**src/rtl/bullet_layer_pkg.sv**
```systemverilog
// -----------------------------------------------------------------------------
// bullet_layer_pkg
// Shared display constants, bullet defaults, the bullet slot record, the
// bullet-layer FSM state type and its debug view.
//   H_DISP_LEN / V_DISP_LEN : coordinate widths of the display raster
//   COLOR_RGB_DEPTH         : RGB444 pixel width
//   BULLET_*_DEF            : defaults for the bullet_layer parameters
//   slot_t                  : one bullet slot {valid, x, y}, x/y = top-left
//   bl_state_t / bl_dbg_t   : FSM state and the debug snapshot on dbg_o
// -----------------------------------------------------------------------------
package bullet_layer_pkg;

   localparam int H_DISP_LEN      = 10;
   localparam int V_DISP_LEN      = 10;
   localparam int COLOR_RGB_DEPTH = 12;

   localparam logic [COLOR_RGB_DEPTH-1:0] COLOR_BULLET = 12'hFF0;

   localparam int BULLET_NUM_DEF   = 8;
   localparam int BULLET_W_DEF     = 4;
   localparam int BULLET_H_DEF     = 8;
   localparam int BULLET_SPEED_DEF = 4;
   localparam int SPAWN_X_OFS_DEF  = 14;
   localparam logic [COLOR_RGB_DEPTH-1:0] BULLET_COLOR_DEF = COLOR_BULLET;

   typedef struct packed {
      logic                  valid;
      logic [H_DISP_LEN-1:0] x;
      logic [V_DISP_LEN-1:0] y;
   } slot_t;

   typedef enum logic [1:0] {
      ST_IDLE  = 2'd0,
      ST_MOVE  = 2'd1,
      ST_SPAWN = 2'd2
   } bl_state_t;

   // idx is 4 bits wide so it covers the largest slot count (16).
   typedef struct packed {
      bl_state_t  state;
      logic [3:0] idx;
      logic       fire_pend;
   } bl_dbg_t;

endpackage

```
**src/rtl/bullet_layer_hit.sv**
```systemverilog
// -----------------------------------------------------------------------------
// bullet_hit
// Combinational hit test of one bullet slot against the requested pixel.
//   i_slot  : slot record {valid, x, y}
//   i_req_x : requested pixel x
//   i_req_y : requested pixel y
//   o_hit   : pixel lies inside the BULLET_W x BULLET_H box of a valid slot
// -----------------------------------------------------------------------------
module bullet_hit
   import bullet_layer_pkg::*;
#(
   parameter int BULLET_W = BULLET_W_DEF,
   parameter int BULLET_H = BULLET_H_DEF
)(
   input  slot_t                 i_slot,
   input  logic [H_DISP_LEN-1:0] i_req_x,
   input  logic [V_DISP_LEN-1:0] i_req_y,
   output logic                  o_hit
);

   // Right/bottom bounds are one bit wider so a bullet near the raster edge
   // cannot wrap around to zero.
   logic [H_DISP_LEN:0] w_x_end;
   logic [V_DISP_LEN:0] w_y_end;

   assign w_x_end = {1'b0, i_slot.x} + (H_DISP_LEN+1)'(BULLET_W);
   assign w_y_end = {1'b0, i_slot.y} + (V_DISP_LEN+1)'(BULLET_H);

   assign o_hit = i_slot.valid
                & (i_req_x >= i_slot.x) & ({1'b0, i_req_x} < w_x_end)
                & (i_req_y >= i_slot.y) & ({1'b0, i_req_y} < w_y_end);

endmodule

```
**src/rtl/bullet_layer.sv**
```systemverilog
// -----------------------------------------------------------------------------
// bullet_layer
// Pixel source for player bullets. Answers each pixel request one clk_vga
// cycle later with bullet colour/alpha, spawns a bullet above the plane on a
// fire pulse, and advances all bullets once per frame after v_sync falls.
//   clk_vga, rst          : pixel clock, async active-high reset
//   req_x_i/req_y_i/disp_i: pixel request and active-area flag
//   v_sync_i              : vertical sync (active-low), falling edge = update
//   fire_i                : one-cycle fire pulse
//   plane_x_i/plane_y_i   : plane top-left corner
//   bullet_rgb_o/alpha_o  : registered pixel answer
//   busy_o                : frame update (MOVE/SPAWN) in progress
//   active_cnt_o          : registered number of live bullets
//   dbg_o                 : FSM state, slot index and fire latch
// Protocol: there is no back-pressure. A request is presented for one cycle
// and its answer appears on the outputs exactly one cycle later; a fire pulse
// is captured whenever it occurs and consumed by the next SPAWN cycle.
// -----------------------------------------------------------------------------
module bullet_layer
   import bullet_layer_pkg::*;
#(
   parameter int BULLET_NUM   = BULLET_NUM_DEF,
   parameter int BULLET_W     = BULLET_W_DEF,
   parameter int BULLET_H     = BULLET_H_DEF,
   parameter int BULLET_SPEED = BULLET_SPEED_DEF,
   parameter int SPAWN_X_OFS  = SPAWN_X_OFS_DEF,
   parameter logic [COLOR_RGB_DEPTH-1:0] BULLET_COLOR = BULLET_COLOR_DEF
)(
   input  logic                         clk_vga,
   input  logic                         rst,
   input  logic [H_DISP_LEN-1:0]        req_x_i,
   input  logic [V_DISP_LEN-1:0]        req_y_i,
   input  logic                         disp_i,
   input  logic                         v_sync_i,
   input  logic                         fire_i,
   input  logic [H_DISP_LEN-1:0]        plane_x_i,
   input  logic [V_DISP_LEN-1:0]        plane_y_i,
   output logic [COLOR_RGB_DEPTH-1:0]   bullet_rgb_o,
   output logic                         bullet_alpha_o,
   output logic                         busy_o,
   output logic [$clog2(BULLET_NUM):0]  active_cnt_o,
   output bl_dbg_t                      dbg_o
);

   localparam int IDXW = $clog2(BULLET_NUM);
   localparam int CNTW = IDXW + 1;

   bl_state_t                   r_state;
   bl_state_t                   w_state_next;
   logic [IDXW-1:0]             r_idx;
   slot_t [BULLET_NUM-1:0]      r_slot;
   logic                        r_fire_pend;
   logic                        r_vs_d;
   logic                        r_alpha;
   logic [COLOR_RGB_DEPTH-1:0]  r_rgb;
   logic [CNTW-1:0]             r_cnt;

   logic [BULLET_NUM-1:0]       w_hit;
   logic                        w_any_hit;
   logic                        w_vs_fall;
   logic                        w_free_found;
   logic [IDXW-1:0]             w_free_idx;
   logic                        w_spawn_ok;
   slot_t                       w_new_slot;
   logic [CNTW-1:0]             w_cnt;

   // ---------------------------------------------------------------- hit test
   for (genvar g = 0; g < BULLET_NUM; g++) begin : g_hit
      bullet_hit #(
         .BULLET_W (BULLET_W),
         .BULLET_H (BULLET_H)
      ) u_hit (
         .i_slot  (r_slot[g]),
         .i_req_x (req_x_i),
         .i_req_y (req_y_i),
         .o_hit   (w_hit[g])
      );
   end

   assign w_any_hit = disp_i & (|w_hit);

   // ------------------------------------------------------- spawn candidate
   // Scan downwards so the last assignment wins: lowest free index.
   always_comb begin
      w_free_found = 1'b0;
      w_free_idx   = '0;
      for (int i = BULLET_NUM-1; i >= 0; i--) begin
         if (!r_slot[i].valid) begin
            w_free_found = 1'b1;
            w_free_idx   = IDXW'(i);
         end
      end
   end

   always_comb begin
      w_new_slot.valid = 1'b1;
      w_new_slot.x     = plane_x_i + H_DISP_LEN'(SPAWN_X_OFS);
      w_new_slot.y     = plane_y_i - V_DISP_LEN'(BULLET_H);
   end

   // A plane too close to the top would place the bullet above row 0.
   assign w_spawn_ok = r_fire_pend & w_free_found
                     & (plane_y_i >= V_DISP_LEN'(BULLET_H));

   // ---------------------------------------------------------------- FSM
   assign w_vs_fall = r_vs_d & ~v_sync_i;

   always_ff @(posedge clk_vga or posedge rst) begin
      if (rst) r_state <= ST_IDLE;
      else     r_state <= w_state_next;
   end

   // A sync edge outside IDLE is ignored because only IDLE looks at it.
   always_comb begin
      w_state_next = r_state;
      case (r_state)
         ST_IDLE:  if (w_vs_fall) w_state_next = ST_MOVE;
         ST_MOVE:  if (r_idx == IDXW'(BULLET_NUM-1)) w_state_next = ST_SPAWN;
         ST_SPAWN: w_state_next = ST_IDLE;
         default:  w_state_next = ST_IDLE;
      endcase
   end

   // r_vs_d resets low so a v_sync already low at reset release is not an edge.
   always_ff @(posedge clk_vga or posedge rst) begin
      if (rst) begin
         r_vs_d <= 1'b0;
         r_idx  <= '0;
      end else begin
         r_vs_d <= v_sync_i;
         if (r_state == ST_IDLE && w_vs_fall) r_idx <= '0;
         else if (r_state == ST_MOVE)         r_idx <= r_idx + IDXW'(1);
      end
   end

   // ------------------------------------------------------------ fire latch
   // In SPAWN the latch takes fire_i directly, so a pulse landing in that
   // very cycle survives into the next frame.
   always_ff @(posedge clk_vga or posedge rst) begin
      if (rst)                     r_fire_pend <= 1'b0;
      else if (r_state == ST_SPAWN) r_fire_pend <= fire_i;
      else if (fire_i)             r_fire_pend <= 1'b1;
   end

   // --------------------------------------------------------------- slots
   always_ff @(posedge clk_vga or posedge rst) begin
      if (rst) begin
         r_slot <= '0;
      end else begin
         case (r_state)
            ST_MOVE: begin
               if (r_slot[r_idx].valid) begin
                  if (r_slot[r_idx].y >= V_DISP_LEN'(BULLET_SPEED))
                     r_slot[r_idx].y <= r_slot[r_idx].y - V_DISP_LEN'(BULLET_SPEED);
                  else
                     r_slot[r_idx].valid <= 1'b0;
               end
            end
            ST_SPAWN: begin
               if (w_spawn_ok) r_slot[w_free_idx] <= w_new_slot;
            end
            default: ;
         endcase
      end
   end

   // ------------------------------------------------------------- outputs
   always_comb begin
      w_cnt = '0;
      for (int i = 0; i < BULLET_NUM; i++) w_cnt = w_cnt + CNTW'(r_slot[i].valid);
   end

   always_ff @(posedge clk_vga or posedge rst) begin
      if (rst) begin
         r_alpha <= 1'b0;
         r_rgb   <= '0;
         r_cnt   <= '0;
      end else begin
         r_alpha <= w_any_hit;
         r_rgb   <= w_any_hit ? BULLET_COLOR : '0;
         r_cnt   <= w_cnt;
      end
   end

   assign bullet_alpha_o  = r_alpha;
   assign bullet_rgb_o    = r_rgb;
   assign active_cnt_o    = r_cnt;
   assign busy_o          = (r_state != ST_IDLE);
   assign dbg_o.state     = r_state;
   assign dbg_o.idx       = 4'(r_idx);
   assign dbg_o.fire_pend = r_fire_pend;

endmodule

```
**config.mk**
```make
export PLATFORM = sky130hd
export DESIGN_NAME = bullet_layer
export DESIGN_NICKNAME = d
export VERILOG_FILES = /design/src/rtl/bullet_layer_pkg.sv /design/src/rtl/bullet_layer_hit.sv /design/src/rtl/bullet_layer.sv
export SDC_FILE = /design/constraint.sdc
export NUM_CORES = 1
export LEC_CHECK = 0
export CORE_MARGIN = 5
export CORE_UTILIZATION = 35
export DETAILED_ROUTE_END_ITERATION = 7
export PLACE_DENSITY_LB_ADDON = 0.2
export SLEW_MARGIN = 20
export SYNTH_ARGS = -nofsm -noshare
export SYNTH_HDL_FRONTEND = slang
export SYNTH_SLANG_ARGS = --single-unit
```
**constraint.sdc**
```tcl
create_clock -name clk_vga -period 11.6 [get_ports clk_vga]
set_clock_uncertainty 0.2 [all_clocks]
set_input_delay 3.48 -clock clk_vga [delete_from_list [all_inputs] [get_ports clk_vga]]
set_output_delay 3.48 -clock clk_vga [all_outputs]
set_load 0.01 [all_outputs]
```
# After elaboration in Yosys (flattened, before gate mapping)
# Cells that the tools add are included.
# W data, S select, Z words.
# word_totals
register_bits	192
in_bits	45
out_inout_bits	25
elab_cells	190
# classes
n_addsub	27
n_lt_le_gt_ge	38
n_eq_ne	7
muxes	39
bitwise_logic	37
reduce_logical	11
# op_table
op	n
$bwmux W168	3
$mux W168	3
$pmux W168 S2	1
$demux W21 S3	3
$lt A10 B11 Y1	16
$ge A10 B10 Y1	16
$add A10 B3 Y11 const B	8
$add A10 B4 Y11 const B	8
$bmux W21 S3	1
$mux W21	3
$and A1 B1 Y1	36
$mux W3	10
$add A4 B1 Y4	4
$mux W12	1
$add A10 B4 Y10 const B	1
$ge A10 B3 Y1 const B	1
$ge A10 B4 Y1 const B	1
$mux W1	10
$mux W10	1
$sub A10 B3 Y10 const B	1
$sub A10 B4 Y10 const B	1
$lt A3 B4 Y1 const B	2
$reduce_bool A2 Y1	4
$reduce_or A8 Y1	1
other kinds (17)	23

# Depth between registers and ports, before layout
# Gate-level depths: netlist (run 1).
# logic_depth
depth_word	15
mapped_depth	17

# Modules after synthesis
# A second synthesis (run 1) with hierarchy kept.
# hier_totals
cells_unflattened	1992
area_unflattened_um2	17470.5
# by_module_without_submodules
module	n_inst	cells_per_inst	area_per_inst_um2	seq_area_each_um2
bullet_layer	1	908	9003.6	4504.3
bullet_hit at g_hit[2].u_hit ...	5	137	1052.3	0.0
bullet_hit at g_hit[0].u_hit ...	3	133	1068.5	0.0

# Worst setup path before layout (run 1)
# OpenSTA, ideal clock, no wires.
# synth_timing
path_type	in2reg
from	input req_y_i[0]
to	register r_rgb[10] (netlist: bullet_rgb_o[10])
setup_time_ns	0.140
t_arrival_ns	5.067
required_time_ns	11.260
slack_ns	6.194
cell_stages	9
cell_sequence	inv_1 ha_1 nand2b_1 a211oi_1 o21ai_0 a2111oi_0 a211oi_1 a32oi_1 a41oi_1
# synth_between
elab_chain_len	6
word_cells_on_any_way	35
# synth_lines
element	line	text
start: declaration	bullet_layer.sv:32	input logic [V_DISP_LEN-1:0] req_y_i,
$ge A10 B10 Y1	bullet_layer_hit.sv:31	& (i_req_y >= i_slot.y) & ({1'b0, i_req_y} < w_y_end);
$and A1 B1 Y1 (2 in a row)	bullet_layer_hit.sv:31	
$reduce_or A8 Y1 *	bullet_layer.sv:80	assign w_any_hit = disp_i & (|w_hit);
$and A1 B1 Y1 *	bullet_layer.sv:80	
named net w_any_hit	bullet_layer.sv:59	logic w_any_hit;
$mux W12 *	bullet_layer.sv:180	r_rgb <= w_any_hit ? BULLET_COLOR : '0;
end signal: assignment	bullet_layer.sv:180	
end: declaration	bullet_layer.sv:55	logic [COLOR_RGB_DEPTH-1:0] r_rgb;
# Mark *: on every way through the listed nets, which the timed path passes. The rest lies on a longest branch.
# A chain may end at the register's enable or synchronous reset.

# Final worst setup path (run 1)
# layout_timing
from	input req_x_i[2]
to	register r_rgb[10] (netlist: bullet_rgb_o[10])
# layout_between
elab_chain_len	8
word_cells_on_any_way	51
# layout_lines
element	line	text
start: declaration	bullet_layer.sv:31	input logic [H_DISP_LEN-1:0] req_x_i,
$ge A10 B10 Y1	bullet_layer_hit.sv:30	& (i_req_x >= i_slot.x) & ({1'b0, i_req_x} < w_x_end)
$and A1 B1 Y1 (2 in a row)	bullet_layer_hit.sv:30	
$and A1 B1 Y1 (2 in a row)	bullet_layer_hit.sv:31	
$reduce_or A8 Y1 *	bullet_layer.sv:80	
$and A1 B1 Y1 *	bullet_layer.sv:80	
named net w_any_hit	bullet_layer.sv:59	
$mux W12 *	bullet_layer.sv:180	
# Marked as above.

==> results of run 1 <==
where the power goes:
group | leakage, nW | switching, W | internal [W]
sequential | 2.29 | 0.000266 | 0.000829
combinational | 5.62 | 0.00159 | 0.000991
clock | 0.293 | 0.000278 | 0.000336
how the worst max path moves through the flow:
stage	to	from	slack (ns)
floorplan	active_cnt_o[0]	rst	3.03
global placement	bullet_rgb_o[10]	req_x_i[2]	4.41
detailed placement	bullet_rgb_o[10]	req_x_i[2]	4.44
CTS	bullet_rgb_o[10]	req_x_i[2]	4.94
global route	bullet_rgb_o[10]	req_x_i[2]	4.90
finish	bullet_rgb_o[10]	req_x_i[2]	4.98
worst min-delay path: cells and delay by family, from the launching register on:
| family | cells | cell delay (ns) |
|---|---|---|
| DFF | 1 | 0.34 |
| AOI/OAI and AO/OA | 1 | 0.06 |
| and+or+nand+nor | 1 | 0.04 |
cell usage after synthesis, types with 7 or more instances:
master / n / area (sq um)
ha_1: 305 / 3820
inv_1: 191 / 717
dfrtp_1: 180 / 4500
nand2_1: 148 / 556
a21oi_1: 136 / 681
nor2_1: 114 / 428
o21ai_0: 108 / 541
xnor2_1: 98 / 858
nand3_1: 75 / 375
o21ai_1: 66 / 330
a211oi_1: 44 / 330
nor3_1: 41 / 205
a221oi_1: 30 / 263
nand2b_1: 30 / 188
clkbuf_1: 26 / 97.6
nor2b_1: 26 / 163
o21a_1: 25 / 188
a22oi_1: 24 / 180
buf_4: 21 / 158
a21o_1: 19 / 143
and3_1: 18 / 113
mux4_2: 15 / 338
nand4_1: 15 / 93.8
a31oi_1: 14 / 87.6
buf_2: 13 / 65.1
nor4_1: 13 / 81.3
o211ai_1: 12 / 90.1
mux2i_1: 10 / 100
a2111oi_0: 9 / 78.8
xor2_1: 9 / 78.8
mux2_1: 8 / 90.1
nor3b_1: 8 / 60.1
a211o_1: 7 / 61.3
a221o_1: 7 / 70.1
routing by layer:
metal / up-vias / track usage
met5: - / 0
met4: 0 / 0.0862
met3: 132 / 0.0312
met2: 489 / 0.337
met1: 7348 / 0.292
li1: 7298 / -
area by class of cell:
| type | instances | share of cell area |
|---|---|---|
| clock buffers | 21 | 0.0245 |
| clock inverters | 11 | 0.00658 |
| flip-flops and latches | 180 | 0.235 |
| well taps | 664 | 0.0433 |
| multi-input cells | 1540 | 0.606 |
| repair buffers | 98 | 0.0467 |
| inverters | 195 | 0.0385 |
per-stage QoR:
stage	cell area, sq um	util	instances
after floorplan	17200	-	1985
after global placement	18600	0.381	2677
after detailed placement	18600	0.381	2677
after CTS	19200	0.394	2709
after global routing	19200	0.394	2709
final	19200	0.394	2709
kinds of logic (layout without fill, tap and decap cells):
logic type               Yosys count  count (layout)
buffers and inverters            265             325
other                              1               5
flip-flops                       180             180
multiplexers                      40              40
AND/OR/NAND/NOR                  518             518
adder cells (fa/ha/maj)          309             309
AO/OA/AOI/OAI                    561             561
XOR/XNOR                         107             107
state kept, by name (all words and copies together) (netlist names):
name          cells
r_fire_pend       1
bullet_rgb_o      1
r_slot          168
active_cnt_o      4
r_vs_d            1
r_idx             3
r_state           2
==> impl_metrics.env, run 1 <==
export IMPL_hold_ws_ns=0.282
export IMPL_final_common_cell="ha_1"
export IMPL_die_height_um=232
export IMPL_areaGrowthSynthToFinish_pct=11.7
export IMPL_worstSkewPairLatency_ns=0.47
export IMPL_track_usage=0.213
export IMPL_power_leakage_nw=8.21
export IMPL_place_hpwl_um=42500
export IMPL_drcViolationCount=0
export IMPL_synthCells=1981
export IMPL_grt_pass1_wl_um=89100
export IMPL_cellPowerDensity_nw_per_um2=224
export IMPL_endpoint_kind="register"
export IMPL_regToRegSetupSlack_ns=6.61
export IMPL_synthSimpleGateAreaFrac=0.145
export IMPL_pin_count=70
export IMPL_async_flop_share=1.00
export IMPL_htree_levels=4
export IMPL_seq_area_sq_um=4510
export IMPL_slowest_stage="clkdlybuf4s50_1"
export IMPL_synth_edf_count=0
export IMPL_dr_pass1_iters=5
export IMPL_start_util=0.353
export IMPL_vdd_drop_max_uv=113
export IMPL_finalCriticalPeriod_ns=6.62
export IMPL_cts_repair_resized=0
export IMPL_first_iter_violations=1162
export IMPL_rows=81
export IMPL_drt_total_wl_um=57100
export IMPL_maxCapViolCount=0
export IMPL_cts_sinks=180
export IMPL_synthAdderAreaFrac=0.227
export IMPL_wl_met2_um=25600
export IMPL_ys_ff_latch=180
export IMPL_path_class="input port to register"
export IMPL_cp_buffers_inverters=1
export IMPL_grt_start_max_net_pins=112
export IMPL_vias=15300
export IMPL_die_w_um=232
export IMPL_ant_nets=0
export IMPL_synth_cell_types=81
export IMPL_cts_setup_buffers=0
export IMPL_cp_max_fo=16
export IMPL_cp_cell_sequence="clkdlybuf4s50_1 -> ha_1 -> nor2b_1 -> o21ai_0 -> a211oi_1 -> o41ai_1 -> o2111ai_1 -> o31a_1 -> a41oi_1"
export IMPL_netlist_area_sq_um=17200
export IMPL_slew_headroom=0.214
export IMPL_grt_overflow_total=0
export IMPL_finalMaxSlewViolations=0
export IMPL_die_area_sq_um=53600
export IMPL_synthFlopType="dfrtp_1"
export IMPL_synth_top_family_by_area="adder cells"
export IMPL_muxShareOfSynthArea=0.0369
export IMPL_n_antenna_cell=0
export IMPL_fillers=4861
export IMPL_antenna_found_initial=1
export IMPL_crit_reg2reg_launch="r_idx[1]"
export IMPL_grt_pass1_vias=15400
export IMPL_whs_path_depth=2
export IMPL_hold_viol_final=0
export IMPL_top_layer_used="met4"
export IMPL_power_w=0.00429
export IMPL_coreArea_sq_um=48700
export IMPL_outcome="finished, final reports clean"
export IMPL_fmax_ghz=0.151
export IMPL_dpl_worst_slack_ns=4.44
export IMPL_cp_slowest_stage_delay_ns=0.92
export IMPL_drive_gt1_frac=0.0562
export IMPL_period_share=0.571
export IMPL_ff2ff_path_depth=12
export IMPL_gp_congestion=0.934
export IMPL_synth_avg_cell_area_sq_um=8.68
export IMPL_hold_buffers=0
export IMPL_yosys_warnings=0
export IMPL_hold_path_class="register to register"
export IMPL_m1WireLength_um=26000
export IMPL_tightest_slew_ns=1.17
export IMPL_cts_buffer_depth=2
export IMPL_clk_pin_slew_ns=0.07
export IMPL_cts_buffers=17
export IMPL_worstPathArrival_ns=6.81
export IMPL_wl_per_cell_um=21.1
export IMPL_fin_nets=2386
export IMPL_synth_xor_area_frac=0.0545
export IMPL_critPathLaunchType="input port"
export IMPL_yosysSeqAreaShare=0.262
export IMPL_multi_input_area_sq_um=11600
export IMPL_final_cell_mix="ha_1, inv_1, dfrtp_1, nand2_1, a21oi_1"
export IMPL_synth_compound_area_frac=0.209
export IMPL_worstPathRequired_ns=11.78
export IMPL_r2r_end="r_slot[110]"
export IMPL_vias_per_cell=5.64
export IMPL_cts_tree="yes"
export IMPL_hold_path_startpoint="r_slot[17]"
export IMPL_setup_slack_ns=4.98
export IMPL_dr_wl_met3_um=3110
export IMPL_numPortBuffers=64
export IMPL_worst_hold_path_endpoint="r_slot[17]"
export IMPL_fin_setup_tns_ns=0
export IMPL_cp_top_family="compound AO/OA/AOI/OAI gates"
export IMPL_cts_root_buf="clkbuf_16"
export IMPL_setup_viol=0
export IMPL_cp_depth=9
export IMPL_rsz0062_at_grt="false"
Note: power is estimated with default switching activity, not from simulation.
==> run 2, diff against run 1 <==
==> constraint.sdc (replaced) <==
create_clock -name clk_vga -period 6.1 [get_ports clk_vga]
set_clock_uncertainty 0.2 [all_clocks]
set_input_delay 1.83 -clock clk_vga [delete_from_list [all_inputs] [get_ports clk_vga]]
set_output_delay 1.83 -clock clk_vga [all_outputs]
set_load 0.01 [all_outputs]
==> run 2 against run 1 <==
Against the previous run:
- cell area rose by 0.14%
- critical endpoint unchanged
- via count is essentially flat
- non-clock buffer count grew 6
- total power rose by 89%
==> impl_metrics.env, run 2 (synthesis gave the netlist of run 1 again) <==
export IMPL_htree_levels=4
export IMPL_dpl_instance_area_sq_um=18600
export IMPL_finalCriticalPeriod_ns=4.86
export IMPL_rsz0062_at_grt="false"
export IMPL_fmax_ghz=0.206
export IMPL_stdcell_area_sq_um=19200
export IMPL_largest_register="r_slot"
export IMPL_gp_congestion=0.967
export IMPL_critPathLaunchType="input port"
export IMPL_cts_root_buf="clkbuf_16"
export IMPL_dr_pass1_iters=5
export IMPL_first_iter_violations=1105
export IMPL_cp_buffers_inverters=1
export IMPL_hold_buffers=0
export IMPL_fin_setup_tns_ns=0
export IMPL_hold_path_class="register to register"
export IMPL_outcome="finished, final reports clean"
export IMPL_power_leakage_nw=8.23
export IMPL_numPortBuffers=64
export IMPL_wl_per_cell_um=21.8
export IMPL_cts_tree="yes"
export IMPL_cp_max_fo=8
export IMPL_n_antenna_cell=0
export IMPL_cts_setup_buffers=0
export IMPL_grt_pass1_vias=15100
export IMPL_endpoint_kind="register"
export IMPL_cts_buffers=17
export IMPL_track_usage=0.220
export IMPL_dpl_worst_slack_ns=0.735
export IMPL_vias_per_cell=5.63
export IMPL_cts_repair_resized=0
export IMPL_cp_cell_sequence="clkdlybuf4s50_1 -> ha_1 -> nor2b_1 -> o21ai_0 -> a211oi_1 -> o41ai_1 -> o2111ai_1 -> o31a_1 -> a41oi_1"
export IMPL_fin_nets=2392
export IMPL_grt_overflow_total=0
export IMPL_coreArea_sq_um=48700
export IMPL_start_util=0.353
export IMPL_finalMaxSlewViolations=0
export IMPL_clk_pin_slew_ns=0.07
export IMPL_pin_count=70
export IMPL_vdd_drop_max_uv=217
export IMPL_worstPathArrival_ns=5.07
export IMPL_tightest_slew_ns=1.19
export IMPL_cp_top_family="compound AO/OA/AOI/OAI gates"
export IMPL_period_share=0.797
export IMPL_slew_headroom=0.204
export IMPL_die_area_sq_um=53600
export IMPL_rows=81
export IMPL_cp_slowest_stage_delay_ns=0.93
export IMPL_setup_slack_ns=1.24
export IMPL_worstPathRequired_ns=6.31
export IMPL_power_w=0.00812
export IMPL_cellPowerDensity_nw_per_um2=422
export IMPL_grt_start_max_net_pins=117
export IMPL_cts_sinks=180
export IMPL_drcViolationCount=0
export IMPL_die_w_um=232
export IMPL_maxCapViolCount=0
export IMPL_ant_nets=0
export IMPL_grt_pass1_wl_um=90400
export IMPL_setup_viol=0
export IMPL_final_common_cell="ha_1"
export IMPL_antenna_found_initial=0
export IMPL_drive_gt1_frac=0.0571
export IMPL_largest_register_ffs=168
export IMPL_place_hpwl_um=45700
export IMPL_fin_util=0.394
export IMPL_drt_total_wl_um=59100
export IMPL_slowest_stage="clkdlybuf4s50_1"
export IMPL_final_cell_mix="ha_1, inv_1, dfrtp_1, nand2_1, a21oi_1"
export IMPL_cts_buffer_depth=2
export IMPL_areaGrowthSynthToFinish_pct=11.8
export IMPL_die_height_um=232
export IMPL_fillers=4925
export IMPL_hold_viol_final=0
export IMPL_path_class="input port to register"
export IMPL_worstSkewPairLatency_ns=0.50
export IMPL_vias=15300
run 2: cell count changes in the layout (fill, tap and decap cells not counted), sizes merged:
| cell | previous run | this run |
|---|---|---|
| buf | 34 | 40 |
| clkinv | 8 | 5 |
| clkbuf | 21 | 23 |
| clkinvlp | 1 | 2 |
| inv | 195 | 194 |
run 2: metal layers:
layer | global-route usage | up-vias | wire length, um
met5 | 0 | - | 0
met4 | 0.0787 | 0 | 1780
met3 | 0.0349 | 87 | 3320
met2 | 0.351 | 438 | 27000
met1 | 0.303 | 7436 | 27000
li1 | - | 7312 | -
run 2: worst register-to-register path, delay by kind of cell, from the launching register on:
family	cells	cell delay [ns]
flops	1	0.80
simple gates	2	0.58
compound gates	6	1.86
fa+ha+maj	1	0.20
buf+inv	3	0.87
run 2: path summary, 6_finish.rpt:
check	start	to	slack (ns)	cells past startpoint
worst max-delay path	req_x_i[1]	bullet_rgb_o[10]	1.24	9
worst min-delay path	r_slot[17]	r_slot[17]	0.28	2
worst max register to register	r_idx[0]	r_slot[91]	1.49	12
worst min register to register	r_slot[17]	r_slot[17]	0.28	2
max in group asynchronous	rst	r_slot[112]	3.16	3
min in group asynchronous	rst	r_slot[121]	1.47	2
run 2: layout make-up:
| class | count | area, sq um | area share |
|---|---|---|---|
| tap | 664 | 831 | 0.0432 |
| sequential | 180 | 4510 | 0.235 |
| clock inverter | 8 | 100 | 0.00521 |
| multi-input combinational | 1540 | 11600 | 0.604 |
| clock buffer | 23 | 478 | 0.0249 |
| timing repair buffer | 104 | 953 | 0.0496 |
| inverter | 195 | 736 | 0.0383 |
run 2: power by group:
group | total [W] | internal [W] | switching (W)
Clock | 0.00115 | 0.000632 | 0.000514
Sequential | 0.00218 | 0.00157 | 0.000606
Combinational | 0.00479 | 0.00188 | 0.00291
Total | 0.00812 | 0.00408 | 0.00403
run 2: stage by stage:
step                      hold WS, ns  cells
after CTS                       0.291   2714
after global routing            0.315   2714
after detailed placement        0.276   2683
after global placement          0.264   2683
after floorplan                 0.250   1985
final                           0.285   2714
